### config.mk
export PLATFORM = sky130hd
export DESIGN_NAME = mmio_timer
export DESIGN_NICKNAME = d
export VERILOG_FILES = /design/src/rtl/mmio_timer.sv
export SDC_FILE = /design/constraint.sdc
export NUM_CORES = 1
export LEC_CHECK = 0
export BUFFER_PORTS_ARGS = -buffer_cell sky130_fd_sc_hd__buf_4
export CORE_AREA = 4 4 97 99
export CTS_CLUSTER_SIZE = 25
export DETAILED_ROUTE_END_ITERATION = 16
export DIE_AREA = 0 0 101 103
export GPL_ROUTABILITY_DRIVEN = 0
export PLACE_DENSITY_LB_ADDON = 0.2
export SETUP_SLACK_MARGIN = 0.1
export SLEW_MARGIN = 0
export SYNTH_ARGS = -nofsm -noshare
export SYNTH_HDL_FRONTEND = slang
export SYNTH_SLANG_ARGS = --single-unit
### constraint.sdc
create_clock -name clk -period 2.6 [get_ports clk]
set_input_delay 0.39 -clock clk [delete_from_list [all_inputs] [get_ports clk]]
set_output_delay 0.39 -clock clk [all_outputs]
set_load 0.01 [all_outputs]
### src/rtl/mmio_timer.sv
// mmio_timer: memory-mapped countdown timer with CTRL / PRESET / COUNT
// registers and an interrupt request to the CPU.
// Optional build macro: MMIO_TIMER_PRESCALE_EN adds an 8-bit prescale
// field PS in CTRL[15:8] that slows COUNT decrements to once per PS+1 cycles.
module mmio_timer #(
  parameter logic [31:0] BASE_ADDR = 32'h0000_7F00
) (
  input  logic        clk,
  input  logic        reset,
  input  logic [29:0] addr,
  input  logic [31:0] wdata,
  input  logic [3:0]  byteen,
  output logic [31:0] rdata,
  output logic        hit,
  output logic        irq
);

  typedef enum logic [1:0] {
    S_IDLE = 2'd0,
    S_LOAD = 2'd1,
    S_CNT  = 2'd2,
    S_INT  = 2'd3
  } state_e;

  // Register offsets, taken from word-address bits [1:0] (byte address [3:2])
  localparam logic [1:0] REG_CTRL   = 2'd0;
  localparam logic [1:0] REG_PRESET = 2'd1;
  localparam logic [1:0] REG_COUNT  = 2'd2;

  state_e      state_q, state_d;
  logic [3:0]  ctrl_lo_q, ctrl_lo_d;   // {IM, MODE[1:0], EN}
  logic [31:0] preset_q, preset_d;
  logic [31:0] count_q, count_d;
  logic        sticky_q, sticky_d;     // one-shot expiry flag
`ifdef MMIO_TIMER_PRESCALE_EN
  logic [7:0]  ps_q, ps_d;
  logic [7:0]  ps_cnt_q, ps_cnt_d;
`endif

  logic        wr_en;
  logic        ctrl_wr;
  logic        preset_wr;
  logic        en;
  logic        auto_rl;
  logic        im;
  logic        tick;
  logic [31:0] ctrl_rd;

  // Address decode: word address bits [29:2] correspond to byte address [31:4]
  always_comb begin
    hit       = (addr[29:2] == BASE_ADDR[31:4]);
    wr_en     = hit & (byteen != 4'b0000);
    ctrl_wr   = wr_en & (addr[1:0] == REG_CTRL);
    preset_wr = wr_en & (addr[1:0] == REG_PRESET);
  end

  // CTRL field decode; MODE 10/11 fall back to one-shot
  always_comb begin
    en      = ctrl_lo_q[0];
    auto_rl = (ctrl_lo_q[2:1] == 2'b01);
    im      = ctrl_lo_q[3];
  end

  // Readback view of CTRL with unimplemented bits forced to zero
  always_comb begin
`ifdef MMIO_TIMER_PRESCALE_EN
    ctrl_rd = {16'h0000, ps_q, 4'h0, ctrl_lo_q};
`else
    ctrl_rd = {28'h0000000, ctrl_lo_q};
`endif
  end

  // Combinational read mux, independent of hit
  always_comb begin
    rdata = '0;
    case (addr[1:0])
      REG_CTRL:   rdata = ctrl_rd;
      REG_PRESET: rdata = preset_q;
      REG_COUNT:  rdata = count_q;
      default:    rdata = '0;
    endcase
  end

  // Interrupt: sticky flag in one-shot, live INT state in auto-reload
  always_comb begin
    irq = im & (sticky_q | ((state_q == S_INT) & auto_rl));
  end

  // PRESET byte-lane write merge
  always_comb begin
    preset_d = preset_q;
    for (int unsigned i = 0; i < 4; i++) begin
      if (preset_wr && byteen[i]) begin
        preset_d[8*i +: 8] = wdata[8*i +: 8];
      end
    end
  end

  // Decrement gate: every CNT cycle, or once per PS+1 cycles with prescale
  always_comb begin
    tick = 1'b1;
`ifdef MMIO_TIMER_PRESCALE_EN
    ps_cnt_d = '0;
    if (state_q == S_CNT && en) begin
      if (ps_cnt_q == ps_q) begin
        tick     = 1'b1;
        ps_cnt_d = '0;
      end else begin
        tick     = 1'b0;
        ps_cnt_d = ps_cnt_q + 8'd1;
      end
    end
`endif
  end

  // Next-state, COUNT, CTRL and flag update
  always_comb begin
    state_d   = state_q;
    count_d   = count_q;
    ctrl_lo_d = ctrl_lo_q;
    sticky_d  = sticky_q;
`ifdef MMIO_TIMER_PRESCALE_EN
    ps_d      = ps_q;
`endif

    case (state_q)
      S_IDLE: begin
        if (en) begin
          state_d = S_LOAD;
        end
      end
      S_LOAD: begin
        count_d = preset_q;
        state_d = S_CNT;
      end
      S_CNT: begin
        if (!en) begin
          state_d = S_IDLE;
        end else if (tick) begin
          if (count_q > 32'd1) begin
            count_d = count_q - 32'd1;
          end else begin
            count_d = '0;
            state_d = S_INT;
          end
        end
      end
      S_INT: begin
        if (auto_rl) begin
          state_d = S_LOAD;
        end else begin
          ctrl_lo_d[0] = 1'b0;
          state_d      = S_IDLE;
        end
      end
      default: state_d = S_IDLE;
    endcase

    // CPU lanes are applied after the FSM so a same-cycle store wins over
    // the automatic EN clear; the flag is cleared first so that an expiry in
    // the same cycle as a CTRL store is not lost.
    if (ctrl_wr) begin
      sticky_d = 1'b0;
      if (byteen[0]) begin
        ctrl_lo_d = wdata[3:0];
      end
`ifdef MMIO_TIMER_PRESCALE_EN
      if (byteen[1]) begin
        ps_d = wdata[15:8];
      end
`endif
    end

    if (state_q == S_INT && !auto_rl) begin
      sticky_d = 1'b1;
    end
  end

  // State registers with asynchronous reset
  always_ff @(posedge clk or posedge reset) begin
    if (reset) begin
      state_q   <= S_IDLE;
      ctrl_lo_q <= '0;
      preset_q  <= '0;
      count_q   <= '0;
      sticky_q  <= 1'b0;
`ifdef MMIO_TIMER_PRESCALE_EN
      ps_q      <= '0;
      ps_cnt_q  <= '0;
`endif
    end else begin
      state_q   <= state_d;
      ctrl_lo_q <= ctrl_lo_d;
      preset_q  <= preset_d;
      count_q   <= count_d;
      sticky_q  <= sticky_d;
`ifdef MMIO_TIMER_PRESCALE_EN
      ps_q      <= ps_d;
      ps_cnt_q  <= ps_cnt_d;
`endif
    end
  end

endmodule

==> summary.txt <==
Run status
  – Status: complete, no violations

Pwr
  – Comb power frac: 0.060
  – Clock group share of total power: 0.439
  – Psw: 469.3 uW
  – Sw Ratio: 0.2128
  – Worst ir drop on vdd: 0.2596 mV
  – Sequential group share of total power: 0.500
  – Power Dens Cells: 404.5 nW/um^2
  – Pwr Total: between 2 and 2.5 mW
  – Leakage power: 2.653 nW
  – Cell internal pwr: approximately 1.7 mW

Critical path
  – Max incr delay on CP: approximately 0.58 ns
  – Worst Path Arrival: between 2 and 3 ns
  – Critical Path RT: ~2.9 ns
  – CP startpoint kind: register
  – Crit Path Class: reg -> reg
  – CP Capture Type: register
  – Slowest-stage cell, CP: or4_4
  – Critical path's top delay family: simple AND/OR/NAND/NOR gates
  – Crit-path cells: or4_4 > or3_4 > nor4_4 > buf_4 > nand2_2 > or4_1 > nand3_1
  – CP max FO: 5
  – Buffers & Inverters on Critical Path: 1

Timing
  – Hold Vio Cnt, Final: 0
  – Unrepaired setup endpoints after global routing: false
  – Min cycle time layout: roughly 2.4 ns
  – Worst slew pin tran: 0.7456 ns
  – Fin crit share: 0.9340
  – Slew headroom: 0.5024
  – Max-slew violation count: 0
  – Fmax achieved: a little over 0.4 GHz
  – Setup violators final: 0
  – Post-route clock skew: 0.01078 ns
  – Worst Hold Margin: 0.1247 ns
  – Setup TNS: 0 ns

Global routing
  – Remaining Overflow, GRT: 0
  – Tot GR Track Use: 0.2223
  – Largest net degree at the start of global routing: 45
  – Vias in the first global route: 3877
  – Initial antenna violation count: 0
  – First-pass GRT wire length: approximately 19000 um

CTS
  – Worst-Skew Late Latency: between 0.3 and 0.4 ns
  – Cts bufs inserted: 9
  – Worst-path clk slew: 0.08 ns
  – CTS H-tree depth: 3
  – TritonCTS clock tree: done
  – Clock tree buffer depth: 2
  – Root buffer cell: clkbuf_8
  – Clock Sinks: between 70 and 80
  – Hold-fix buffers at CTS: 0

Routing
  – Drt first pass iters: 4
  – Routed len/inst: about 18 um
  – Post-route ant nets: 0
  – DRC Markers: 0
  – Vias: about 3800
  – Total Wirelength: about 11000 um
  – Iteration-0 DRC Markers: 227
  – Via density: 5.995

Cells and area
  – Register cell area after layout: approximately 1800 um^2
  – Fin util: 0.6375
  – Final #Nets: ~600
  – Commonest non-fill, non-tap cell in the layout: buf_4
  – Most frequent cells in the layout: buf_4, dfrtp_1, mux2_2, a22o_1, nand2_1
  – Number of fill cells: between 700 and 800
  – Diodes inserted: 0
  – Layout cells sized above 1: 0.4045
  – Multi-input gate area: roughly 2100 um^2
  – Final Non-Filler Cells: ~640
  – Area Overhead vs Synth: 35.02%

Logic synthesis
  – Yosys Warn Count: 0
  – Post-synth top area cell: dfrtp_1
  – Register area share after synthesis: 0.4400
  – Syn_nets: 473
  – Syn_area_per_cell: about 10 um^2
  – Synth area leaders: dfrtp_1, mux2_2, a22o_1, o21ai_0, nand2_1
  – Post-synth top area share: 0.4400
  – Synth Register Bits: 71
  – Ys flop type: dfrtp_1
  – EDFF count, synth: 0
  – Post-synth ARST share: 1.000
  – Post-synth cell types: 56
  – Cell Area, Synth: slightly above 4000 um^2
  – Post-synthesis cell count: 403

Job
  – Max Cap Viol: 0

Die
  – Top Ports: 102
  – Die extent in y: 103 um
  – FP Rows: 34
  – Die area: between 10000 and 15000 um^2
  – Initial Utilization: 0.4722
  – Core Region: about 8600 um^2
  – Die width: roughly 100 um

Place
  – Dpl cells: 617
  – DP HPWL: 8097 um
  – Port Buf Inserts: 101

Min path
  – Hold crit path type: in -> async
layout make-up:
type | instances | share of cell area
timing repair buffer | 140 | 0.2086
clock buffer | 11 | 0.02594
clock inverter | 4 | 0.01285
sequential | 71 | 0.3259
inverter | 13 | 0.008951
multi-input combinational | 290 | 0.3929
tap | 108 | 0.02479
power by group through the flow:
stage	clock network [mW]	registers, mW	logic [mW]
2_1_floorplan	0	1.13	0.0375
3_3_place_gp	0	1.13	0.133
3_5_place_dp	0	1.13	0.136
4_1_cts	0.984	1.10	0.136
5_1_grt	1.04	1.10	0.147
6_report	0.968	1.10	0.133
metal layers:
| layer | GRT usage | part of all wire | up-vias |
|---|---|---|---|
| met1 | 0.2910 | 0.42 | 1901 |
| met5 | 0 | 0 | - |
| met4 | 0.08180 | 0.015 | 0 |
| li1 | - | - | 1795 |
| met2 | 0.3706 | 0.50 | 110 |
| met3 | 0.03992 | 0.057 | 13 |
synth_stat cells, types with 2 or more instances:
cell,count
a211oi_1,3
a21oi_1,7
a221o_1,10
a22o_1,34
a22oi_1,6
a311o_1,2
a32o_1,2
and2_1,5
and4_1,2
buf_2,8
buf_6,2
clkbuf_1,18
dfrtp_1,71
ha_1,2
inv_1,13
mux2_2,35
mux2i_1,4
nand2_1,32
nand2_2,2
nand2b_1,2
nand3_1,10
nand4_1,3
nand4b_1,2
nor2_1,19
nor2b_1,4
nor3_1,15
nor3b_1,3
nor4_1,12
o21ai_0,29
o2bb2ai_1,2
o311ai_0,2
o31ai_1,3
o41ai_1,4
or3_1,8
or4_1,6
registers in the layout (all words and copies together), names as in the netlist:
signal and cells:
count_q 32, preset_q 32, ctrl_lo_q 4, state_q 2, sticky_q 1
kinds of logic after synthesis:
group,after synthesis,synth area share
and+or+nand+nor,133,0.1825
AOI/OAI and AO/OA,116,0.2175
DFF,71,0.4400
buffers and inverters,42,0.04617
muxes,39,0.1075
adders and majority gates,2,0.006197
worst register-to-register path, cell delays in order, from the launching register on:
cell and delay [ns]:
dfrtp_1 0.40, or4_4 0.59, or3_4 0.38, nor4_4 0.27, buf_4 0.18, nand2_2 0.06
or4_1 0.40, nand3_1 0.09
final timing paths:
check                      slack, ns        start  cells after the start           end
hold / removal                  0.12        reset                      2    count_q[8]
max in group asynchronous       1.82        reset                      3  preset_q[23]
min in group clk                0.26    wdata[18]                      2  preset_q[18]
setup / recovery                0.17  count_q[14]                      7   count_q[30]
setup reg to reg                0.17  count_q[14]                      7   count_q[30]
hold reg to reg                 0.51     sticky_q                      2      sticky_q
through the flow:
step | instance area (um^2) | setup WS, ns
6_report | 5451 | 0.1717
5_1_grt | 5451 | 0.09363
4_1_cts | 5371 | 0.1034
3_5_place_dp | 5137 | -0.08618
3_3_place_gp | 5137 | -0.03716
2_1_floorplan | 4043 | 0.1052
repair_timing:
item,in CTS,in global routing
setup endpoints to repair,12,21
buffers inserted,2,3
resized for setup,2,12
pin swaps,1,4
Note: power is estimated with default switching activity, not from simulation.
